===== config.mk =====
export PLATFORM = sky130hd
export DESIGN_NAME = vec4_unpack
export DESIGN_NICKNAME = d
export VERILOG_FILES = /design/src/rtl/vec4_unpack.sv
export SDC_FILE = /design/constraint.sdc
export NUM_CORES = 1
export LEC_CHECK = 0
export CAP_MARGIN = 20
export CORE_MARGIN = 3
export CORE_UTILIZATION = 47
export CTS_CLUSTER_SIZE = 20
export DETAILED_ROUTE_END_ITERATION = 8
export PLACE_DENSITY = 0.86
export REMOVE_ABC_BUFFERS = 1
export SYNTH_ARGS = -nofsm -noshare
export SYNTH_HDL_FRONTEND = slang
export SYNTH_SLANG_ARGS = --single-unit

===== constraint.sdc =====
create_clock -name clk -period 2 [get_ports clk]
set_input_delay 0.5 -clock clk [delete_from_list [all_inputs] [get_ports clk]]
set_output_delay 0.5 -clock clk [all_outputs]
set_load 0.02 [all_outputs]

===== src/rtl/vec4_unpack.sv =====
// rtl/vec4_unpack.sv - vector-to-scalar unpacker, one held vector drained lane 0 first
// Optional SIGMOID_UNPACK_LAST_EN adds a frame counter and the out_last port.
module vec4_unpack #(
  parameter int TILE_SIZE  = 4,
  parameter int DATA_W     = 16,
  parameter int FRAME_VECS = 16
) (
  input  logic              clk,
  input  logic              rst_n,
  input  logic              in_valid,
  output logic              in_ready,
  input  logic [DATA_W-1:0] in_vec [TILE_SIZE-1:0],
  output logic              out_valid,
  input  logic              out_ready,
  output logic [DATA_W-1:0] out_data
`ifdef SIGMOID_UNPACK_LAST_EN
  ,
  output logic              out_last
`endif
);

  localparam int IDX_W = (TILE_SIZE > 1) ? $clog2(TILE_SIZE) : 1;
  localparam logic [IDX_W-1:0] LAST_LANE = IDX_W'(TILE_SIZE - 1);

  if (TILE_SIZE < 2 || FRAME_VECS < 1) begin : g_bad_params
    $error("vec4_unpack: TILE_SIZE must be >= 2 and FRAME_VECS >= 1");
  end

  typedef enum logic {
    EMPTY = 1'b0,
    DRAIN = 1'b1
  } state_t;

  state_t            state_q, state_d;
  logic [IDX_W-1:0]  lane_q, lane_d;
  logic              load;
  logic [DATA_W-1:0] vec_q [TILE_SIZE-1:0];

  logic hold_valid;
  logic last_lane;
  logic in_fire;
  logic out_fire;

  assign hold_valid = (state_q == DRAIN);
  assign last_lane  = (lane_q == LAST_LANE);
  // A new vector may enter in the same cycle the final lane leaves.
  assign in_ready   = rst_n && (!hold_valid || (out_ready && last_lane));
  assign in_fire    = in_valid && in_ready;
  assign out_fire   = out_valid && out_ready;

  assign out_valid  = hold_valid;
  assign out_data   = vec_q[lane_q];

  always_ff @(posedge clk or negedge rst_n) begin
    if (!rst_n) begin
      state_q <= EMPTY;
      lane_q  <= '0;
    end else begin
      state_q <= state_d;
      lane_q  <= lane_d;
    end
  end

  always_comb begin
    state_d = state_q;
    lane_d  = lane_q;
    load    = 1'b0;
    case (state_q)
      EMPTY: begin
        if (in_fire) begin
          state_d = DRAIN;
          lane_d  = '0;
          load    = 1'b1;
        end
      end
      DRAIN: begin
        if (out_fire) begin
          if (!last_lane) begin
            lane_d = lane_q + IDX_W'(1);
          end else if (in_fire) begin
            lane_d = '0;
            load   = 1'b1;
          end else begin
            state_d = EMPTY;
            lane_d  = '0;
          end
        end
      end
      default: begin
        state_d = EMPTY;
        lane_d  = '0;
      end
    endcase
  end

  always_ff @(posedge clk or negedge rst_n) begin
    if (!rst_n) begin
      vec_q <= '{default: '0};
    end else if (load) begin
      vec_q <= in_vec;
    end
  end

`ifdef SIGMOID_UNPACK_LAST_EN
  localparam int CNT_W = (FRAME_VECS > 1) ? $clog2(FRAME_VECS) : 1;
  localparam logic [CNT_W-1:0] LAST_VEC = CNT_W'(FRAME_VECS - 1);

  logic [CNT_W-1:0] vec_cnt_q;

  always_ff @(posedge clk or negedge rst_n) begin
    if (!rst_n) begin
      vec_cnt_q <= '0;
    end else if (out_fire && last_lane) begin
      vec_cnt_q <= (vec_cnt_q == LAST_VEC) ? '0 : vec_cnt_q + CNT_W'(1);
    end
  end

  assign out_last = hold_valid && last_lane && (vec_cnt_q == LAST_VEC);
`endif

endmodule


==> summary.md, run 1 <==
| Metric | Value |
|---|---|
| Status | finished, violations left |
| Failing checks | setup timing |
| Slowest stage delay, CP | 0.53 ns |
| Core box area | 5956 µm² |
| CTS Buf Count | 9 |
| Area grow syn2layout | 44.82% |
| WL final | 6430 µm |
| Routed wl met2 | 3195 µm |
| Final nets | 345 |
| Synth Area per Inst | 17.29 µm² |
| H-tree Lvls | 3 |
| Hold crit path type | in -> async |
| Via Count | 1,882 |
| Clock skew | 0.004143 ns |
| Slowest-stage cell, CP | mux4_2 |
| Clock Latency Late Sink | 0.33 ns |
| Die H | 84.86 µm |
| Wire length per cell | 18.27 µm |
| First-pass GRT wire length | 9977 µm |
| Antenna Nets Post-Route | 0 |
| Hold Violations, Final | 0 |
| DRT Pass-1 Iters | 4 |
| Worst reg-to-reg path cell count | 8 |
| Cell taking the most area after synthesis | dfrtp_1 |
| Final Power | 6.545 mW |
| Mapped Area | 2923 µm² |
| Die Wd | 84.86 µm |
| Bufs on Longest Clock Path | 2 |
| CTS Root Cell | clkbuf_8 |
| Vias/cell | 5.347 |
| DR top layer | met4 |
| CP dominant cell by count | buf_6 |
| I/O Buffers | 85 |
| Pwr/cell area | 1546 nW/µm² |
| Synthesized instance count | 169 |
| Worst hold slack | 0.1212 ns |
| Yosys warns | 0 |
| Tcrit/Tclk final | 105.7% |
| Post-route minimum period | 2.114 ns |
| Kind of critical path | reg -> out |
| Met3 WL | 345 µm |
| RSZ-0062 raised after global routing | true |
| Antenna violations before repair | 0 |
| Max Freq | 0.4730 GHz |
| Global placement routability congestion | 0.7152 |
| Worst setup EP type | output port |
| DPL Wire Length | 4135 µm |
| Synth cell types | 16 |
| Arrival @ worst endpoint | 1.61 ns |
| Crit-path cells | buf_6, mux4_2, buf_6 |
| Ports | 86 |
| Filler cell count | 402 |
| Tot GR Track Use | 18.14% |
| Multi-input combinational cell area | 1167 µm² |
| Die ar. | 7201 µm² |
| Maximum VDD drop | 1.153 mV |
| Register area | 1677 µm² |
| Layout cells sized above 1 | 45.85% |
| Final setup violation count | 17 |
| Grt total ovfl | 0 |
| Synth area leaders | dfrtp_1 57%, mux2_2 23%, mux4_2 12% |
| Slew Limit Fails | 0 |
| CTS tree | built |
| Clock sink count | 67 |
| P_leak | 1.780 nW |
| Worst EP required | 1.50 ns |
| Number of register bits inferred by synthesis | 67 |
| # diodes | 0 |
| Slew headroom | 47.28% |
| Post-synth top area share | 57.36% |
| Worst Path Buf+Inv | 2 |
| Worst path depth | 3 |
| Wl on met1 | 2816 µm |
| Initial core utilization | 49.08% |
| CP max FO | 8 |
| Delay-heaviest family, CP | multiplexers |
| Part of the Yosys area used for sequential elements | 57.36% |
| PnR worst setup slack | -0.1143 ns |
| Max-cap violations | 0 |
| Vias in the first global route | 2,067 |
| Kind of start point of the critical path | flip-flop |
| Slew @ Worst Pin | 0.7908 ns |
| Reg clk slew, reported paths | 0.06 ns |
| DRT iter0 DRCs | 53 |
| Largest net degree at the start of global routing | 64 |
| Row count | 28 |
| # DRC | 0 |
==> placed cells by master (no fill, tap or decap) <==
master,count
dfrtp_1,67
clkdlybuf4s50_1,66
mux2_2,59
buf_6,21
mux4_2,16
clkbuf_8,11
buf_4,11
nand2_1,5
mux2_1,5
clkbuf_16,3
buf_12,2
and2_1,1
a21oi_4,1
o21a_1,1
nor3_1,1
a21o_1,1
a32o_1,1
ha_2,1
clkbuf_1,1
buf_2,1
dlymetal6s2s_1,1
buf_16,1
==> routing by layer <==
| metal | GRT usage, % | vias to the layer above |
|---|---|---|
| met5 | 0 | - |
| met4 | 8.201 | 0 |
| li1 | - | 842 |
| met2 | 29.32 | 56 |
| met1 | 22.87 | 976 |
| met3 | 5.146 | 8 |
==> stage by stage <==
step	cells	setup slack, ns	util [%]	TNS [ns]	area, µm²
after floorplan	159	-0.9299	-	-60.37	2841
after global placement	333	-0.3333	65.67	-9.058	3911
after detailed placement	333	-0.3773	65.67	-11.09	3911
after CTS	346	-0.1476	68.89	-1.968	4103
after global routing	352	-0.1852	71.07	-3.521	4233
final	352	-0.1143	71.07	-1.375	4233
==> synth_stat cells (all sizes together) <==
master,n
a21oi,1
a32o,1
buf,9
ha,1
mux2,64
o21a,1
nor3,1
clkbuf,1
nand2,5
and2,1
mux4,16
dfrtp,67
a21o,1
==> final timing paths <==
path / from / endpoint / slack, ns
min in group clk: vec_q[0] / vec_q[0] / 0.49
worst max-delay path: lane_q[0] / out_data[1] / -0.11
max in group asynchronous: rst_n / vec_q[43] / 1.07
worst min register to register: vec_q[0] / vec_q[0] / 0.49
worst max register to register: lane_q[0] / vec_q[26] / 0.07
worst min-delay path: rst_n / out_valid / 0.12
==> registers in the layout, summed over array words and instances, names as in the netlist <==
signal,cells
lane_q,2
out_valid,1
vec_q,64
==> timing repair <==
item | 4_1_cts | 5_1_grt
gates cloned | 0 | 5
hold buffers | 0 | 0
endpoints found under the setup margin | 17 | 81
gates resized for setup | 104 | 3
buffers inserted | 1 | 1
pin swaps | 0 | 1
==> cells by family after synthesis <==
family	Yosys count	synth area share (%)
adder cells (fa/ha/maj)	1	0.4280
AND/OR/NAND/NOR	7	1.027
AO/OA/AOI/OAI	4	1.413
multiplexers	80	36.99
flip-flops	67	57.36
buffers and inverters	10	2.782
==> power breakdown <==
group          total (mW)  leakage (nW)  switching, mW  internal, mW
clock network       0.944        0.0803          0.453         0.491
registers            2.38         0.805          0.341          2.04
logic                3.22         0.895           1.26          1.97
==> final cells by class <==
class | count | share of cell area, %
timing repair buffer | 106 | 26.93
clock buffer | 12 | 3.665
sequential | 67 | 39.61
tap | 75 | 2.217
multi-input combinational | 92 | 27.58
Power figures use the tool's default switching activity.
==> run 2, diff against run 1 <==
--- a/config.mk
+++ b/config.mk
@@ -10,6 +10,7 @@
 export CORE_UTILIZATION = 47
 export CTS_CLUSTER_SIZE = 20
 export DETAILED_ROUTE_END_ITERATION = 8
+export GPL_TIMING_DRIVEN = 0
 export PLACE_DENSITY = 0.86
 export REMOVE_ABC_BUFFERS = 1
 export SYNTH_ARGS = -nofsm -noshare
==> summary.md, run 2 (synthesis results as in run 1) <==
| Metric | Value |
|---|---|
| Status | finished, violations left |
| Failing checks | setup timing |
| Final setup violation count | 16 |
| Via Count | 1,749 |
| Finished Core Util | 69.05% |
| GR met2 Demand/Resource | 26.83% |
| Most crowded layer after global routing | met2 |
| DP Area | 3851 µm² |
| Initial core utilization | 49.08% |
| Post-route minimum period | 2.104 ns |
| RSZ-0062 raised after global routing | true |
| Area grow syn2layout | 40.71% |
| Grt total ovfl | 0 |
| H-tree Lvls | 3 |
| Register area | 1682 µm² |
| Multi-input combinational cell area | 1170 µm² |
| Max Freq | 0.4753 GHz |
| CTS tree | built |
| Largest register FFs | 64 |
| Slew Limit Fails | 0 |
| Pwr/cell area | 1583 nW/µm² |
| Vias in the first global route | 1,939 |
| Largest reg by FF count | vec_q |
| Hold crit path type | in -> async |
| Kind of start point of the critical path | flip-flop |
| Most common cell after layout, fill and taps aside | clkdlybuf4s50_1 |
| Bufs on Longest Clock Path | 2 |
| I/O Buffers | 85 |
| Final nets | 331 |
| Slew @ Worst Pin | 0.3612 ns |
| DPL Wire Length | 3886 µm |
| Row count | 28 |
| First-pass GRT wire length | 9556 µm |
| DRT iter0 DRCs | 59 |
| CP max FO | 5 |
| Antenna violations before repair | 0 |
| Worst EP required | 1.50 ns |
| Hold Violations, Final | 0 |
| Max-cap violations | 0 |
| Final Power | 6.509 mW |
| Arrival @ worst endpoint | 1.60 ns |
| Worst reg-to-reg path cell count | 5 |
| Maximum VDD drop | 0.8913 mV |
| Tot GR Track Use | 17.27% |
| Antenna Nets Post-Route | 0 |
| Die ar. | 7201 µm² |
| Clock sink count | 67 |
| Global placement routability congestion | 0.6882 |
| Cts hold-fix bufs | 0 |
| Die Wd | 84.86 µm |
| CTS Buf Count | 9 |
| Worst setup EP type | output port |
| PnR worst setup slack | -0.1037 ns |
| Most frequent cells in the layout | 66 x clkdlybuf4s50_1, 65 x dfrtp_1, 59 x mux2_2, 16 x mux4_2, 16 x buf_6 |
| P_leak | 1.712 nW |
| # diodes | 0 |
| DRT Pass-1 Iters | 3 |
| Clock skew | 0.004444 ns |
| CTS Root Cell | clkbuf_8 |
| Slew headroom | 75.92% |
| Tcrit/Tclk final | 105.2% |
| Wire length per cell | 16.75 µm |
| Ports | 86 |
| Final instance area | 4113 µm² |
| Largest net degree at the start of global routing | 70 |
| Core box area | 5956 µm² |
| # DRC | 0 |
| Kind of critical path | reg -> out |
| Met3 usage | 3.981% |
| GRT met1 Usage | 23.60% |
| Filler cell count | 439 |
| Vias/cell | 5.129 |
| Die H | 84.86 µm |
| Layout cells sized above 1 | 44.74% |
| DP Cell Count | 322 |
| Clock Latency Late Sink | 0.32 ns |
| Reg clk slew, reported paths | 0.07 ns |
| WL final | 5711 µm |
| Final std cells w/o fill | 341 |
| Setup TNS | -1.238 ns |
[run 2: cell count changes in the layout (fill, tap and decap cells not counted)]
cell / before / now
buf_12: 2 / 5
buf_16: 1 / 0
dfrtp_1: 67 / 65
clkinv_2: 0 / 2
dfrtp_2: 0 / 1
buf_4: 11 / 2
clkbuf_8: 11 / 12
clkbuf_16: 3 / 0
nand2_2: 0 / 1
buf_8: 0 / 1
buf_6: 21 / 16
nand2_1: 5 / 4
dfrtp_4: 0 / 1
[run 2: layer usage]
metal  vias to the layer above  wire length, µm
li1                        811                -
met1                       880             2508
met2                        52             2835
met3                         6              306
met4                         0               61
met5                         -                0
[run 2: final timing paths]
kind,startpoint,endpoint,slack (ns)
max,lane_q[0],out_data[6],-0.10
min in group clk,vec_q[0],vec_q[0],0.49
min,rst_n,vec_q[20],0.06
min reg2reg,vec_q[0],vec_q[0],0.49
max reg2reg,lane_q[0],vec_q[38],0.21
max in group asynchronous,rst_n,lane_q[1],1.62
[run 2: area by class of cell]
type                       count  share of cell area [%]
tap                           75                   2.282
clock buffer                  13                   4.107
sequential                    67                   40.89
clock inverter                 2                  0.2434
timing repair buffer          92                   24.03
multi-input combinational     92                   28.45
[run 2: report_power, final]
part           leakage [nW]  total [mW]  switching, mW  internal (mW)
combinational         0.815        3.11           1.21           1.91
sequential            0.802        2.40          0.353           2.04
clock                0.0953       0.998          0.456          0.542
total                  1.71        6.51           2.02           4.49
[run 2: timing repair]
| item | in CTS | in global routing |
|---|---|---|
| endpoints found under the hold margin | 0 | 0 |
| buffers inserted | 5 | 0 |
| resized for setup | 107 | 5 |
| endpoints found under the setup margin | 81 | 76 |
| cloned | 1 | 0 |
[run 2: metrics by stage]
stage / hold WS, ns / setup slack (ns)
global route: 0.07292 / -0.1877
CTS: 0.1278 / -0.1929
finish: 0.05917 / -0.1037
detailed placement: 0.4713 / -0.6687
floorplan: 0.2044 / -0.9299
global placement: 0.4617 / -3.971
[run 2: critical path, cell delays in order (launching register included)]
cell     delay, ns
dfrtp_2       0.45
buf_8         0.16
mux4_2        0.53
buf_6         0.15
==> run 3, diff against run 2 <==
--- a/config.mk
+++ b/config.mk
@@ -8,11 +8,13 @@
 export CAP_MARGIN = 20
 export CORE_MARGIN = 3
 export CORE_UTILIZATION = 47
+export CTS_CLUSTER_DIAMETER = 40
 export CTS_CLUSTER_SIZE = 20
 export DETAILED_ROUTE_END_ITERATION = 8
 export GPL_TIMING_DRIVEN = 0
 export PLACE_DENSITY = 0.86
 export REMOVE_ABC_BUFFERS = 1
+export SLEW_MARGIN = 20
 export SYNTH_ARGS = -nofsm -noshare
 export SYNTH_HDL_FRONTEND = slang
 export SYNTH_SLANG_ARGS = --single-unit
==> summary.md, run 3 (synthesis results as in run 1) <==
| Metric | Value |
|---|---|
| Wire length per cell | 16.70 µm |
| Largest register FFs | 64 |
| Die Wd | 84.86 µm |
| CTS Buf Count | 9 |
| Most common cell after layout, fill and taps aside | clkdlybuf4s50_1 |
| DPL Wire Length | 4113 µm |
| Slowest stage delay, CP | 0.51 ns |
| Initial core utilization | 49.08% |
| Setup slack, reg-to-reg | 0.28 ns |
| I/O Buffers | 85 |
| CTS Root Cell | clkbuf_8 |
| Slew @ Worst Pin | 0.2748 ns |
| Grt total ovfl | 0 |
| # diodes | 0 |
| Vias/cell | 5.170 |
| Clock sink count | 67 |
| Largest reg by FF count | vec_q |
| Hold crit path type | in -> async |
| Pre-CTS WS | -0.7136 ns |
| RR Startpoint | lane_q[0] |
| Pwr/cell area | 1572 nW/µm² |
| Final setup violation count | 17 |
| Hold Violations, Final | 0 |
| Kind of start point of the critical path | flip-flop |
| Worst hold slack | 0.02017 ns |
| Sw frac | 31.05% |
| Status | finished, violations left |
| First-pass GRT wire length | 9597 µm |
| Area grow syn2layout | 42.98% |
| Tot GR Track Use | 17.30% |
| PnR worst setup slack | -0.1069 ns |
| Worst reg-to-reg path cell count | 6 |
| # DRC | 0 |
| Vias in the first global route | 1,983 |
| DRT Pass-1 Iters | 4 |
| Die ar. | 7201 µm² |
| Largest net degree at the start of global routing | 58 |
| Max-cap violations | 0 |
| Clock skew | 0.007244 ns |
| Post-route minimum period | 2.107 ns |
| Comb power frac | 48.1% |
| Die H | 84.86 µm |
| Tcrit/Tclk final | 105.3% |
| Cts hold-fix bufs | 0 |
| Global placement routability congestion | 0.6882 |
| Maximum VDD drop | 0.9165 mV |
| Ports | 86 |
| Crit-path cells | buf_12, mux4_2, buf_6 |
| P_leak | 1.752 nW |
| Layout cells sized above 1 | 45.96% |
| Reg clk slew, reported paths | 0.07 ns |
| Reg power frac | 36.7% |
| Most frequent cells in the layout | 66 x clkdlybuf4s50_1, 65 x dfrtp_1, 59 x mux2_2, 17 x buf_6, 16 x mux4_2 |
| Worst EP required | 1.50 ns |
| FF-to-FF End | vec_q[20] |
| Slew headroom | 81.68% |
| Slowest-stage cell, CP | mux4_2 |
| Clk pwr share | 15.3% |
| Antenna Nets Post-Route | 0 |
| Antenna violations before repair | 0 |
| CTS tree | built |
| RSZ-0062 raised after global routing | true |
| Slew Limit Fails | 0 |
| Failing checks | setup timing |
| DRT iter0 DRCs | 46 |
| Clock Latency Late Sink | 0.32 ns |
| Kind of critical path | reg -> out |
| WL final | 5796 µm |
| Core box area | 5956 µm² |
| Final nets | 337 |
| Bufs on Longest Clock Path | 2 |
| Net Switching | 2.040 mW |
| Internal power | 4.531 mW |
| Via Count | 1,794 |
| Max Freq | 0.4746 GHz |
| Worst setup EP type | output port |
| Row count | 28 |
| CP max FO | 7 |
| H-tree Lvls | 3 |
| Arrival @ worst endpoint | 1.61 ns |
[run 3: changes by cell type in the layout (fill, tap and decap cells not counted), sizes merged]
cell  change
buf       +6
[run 3: repair_timing]
action | CTS | global route
buffers inserted | 11 | 0
resized for setup | 103 | 4
setup endpoints to repair | 81 | 18
[run 3: cell type report]
| type | count | area [µm²] |
|---|---|---|
| Sequential cell | 67 | 1684 |
| Tap cell | 75 | 93.84 |
| Multi-Input combinational cell | 92 | 1170 |
| Clock inverter | 2 | 10.01 |
| Clock buffer | 13 | 168.9 |
| Timing Repair Buffer | 98 | 1052 |
| Fill cell | 440 | 1777 |
[run 3: metal layers]
layer / global-route usage, % / wire length (µm)
met5: 0 / 0
met4: 6.906 / 74
met3: 4.660 / 404
met2: 28.54 / 2982
met1: 21.84 / 2335
[run 3: worst max-delay path by stage]
stage	start	to	slack [ns]	cells past startpoint
detailed placement	lane_q[1]	vec_q[13]	-0.71	5
finish	lane_q[0]	out_data[15]	-0.11	3
global route	lane_q[0]	out_data[15]	-0.16	3
global placement	rst_n	vec_q[47]	-3.97	4
floorplan	lane_q[0]	vec_q[10]	-0.93	4
CTS	lane_q[0]	out_data[11]	-0.22	4
[run 3: power by group through the flow]
stage          Combinational, mW  Clock, mW  Sequential [mW]
3_3_place_gp                2.64          0             2.53
2_1_floorplan               1.75          0             2.39
6_report                    3.16       1.00             2.41
3_5_place_dp                2.74          0             2.59
4_1_cts                     3.25       1.04             2.41
5_1_grt                     3.37       1.10             2.50
[run 3: per-stage QoR]
step	area, µm²	utilization [%]	instances	power, mW	TNS, ns
after CTS	4197	70.46	348	6.706	-2.264
after detailed placement	3867	64.94	322	5.329	-49.11
after global placement	3786	63.57	319	5.169	-400.22
after floorplan	2841	-	159	4.144	-60.37
final	4179	70.17	347	6.571	-1.514
after global routing	4179	70.17	347	6.967	-2.559
[run 3: critical path: cells and delay by family, from the launching register on]
family	cells	cell delay, ns
muxes	1	0.51
DFF	1	0.47
buffers and inverters	2	0.30
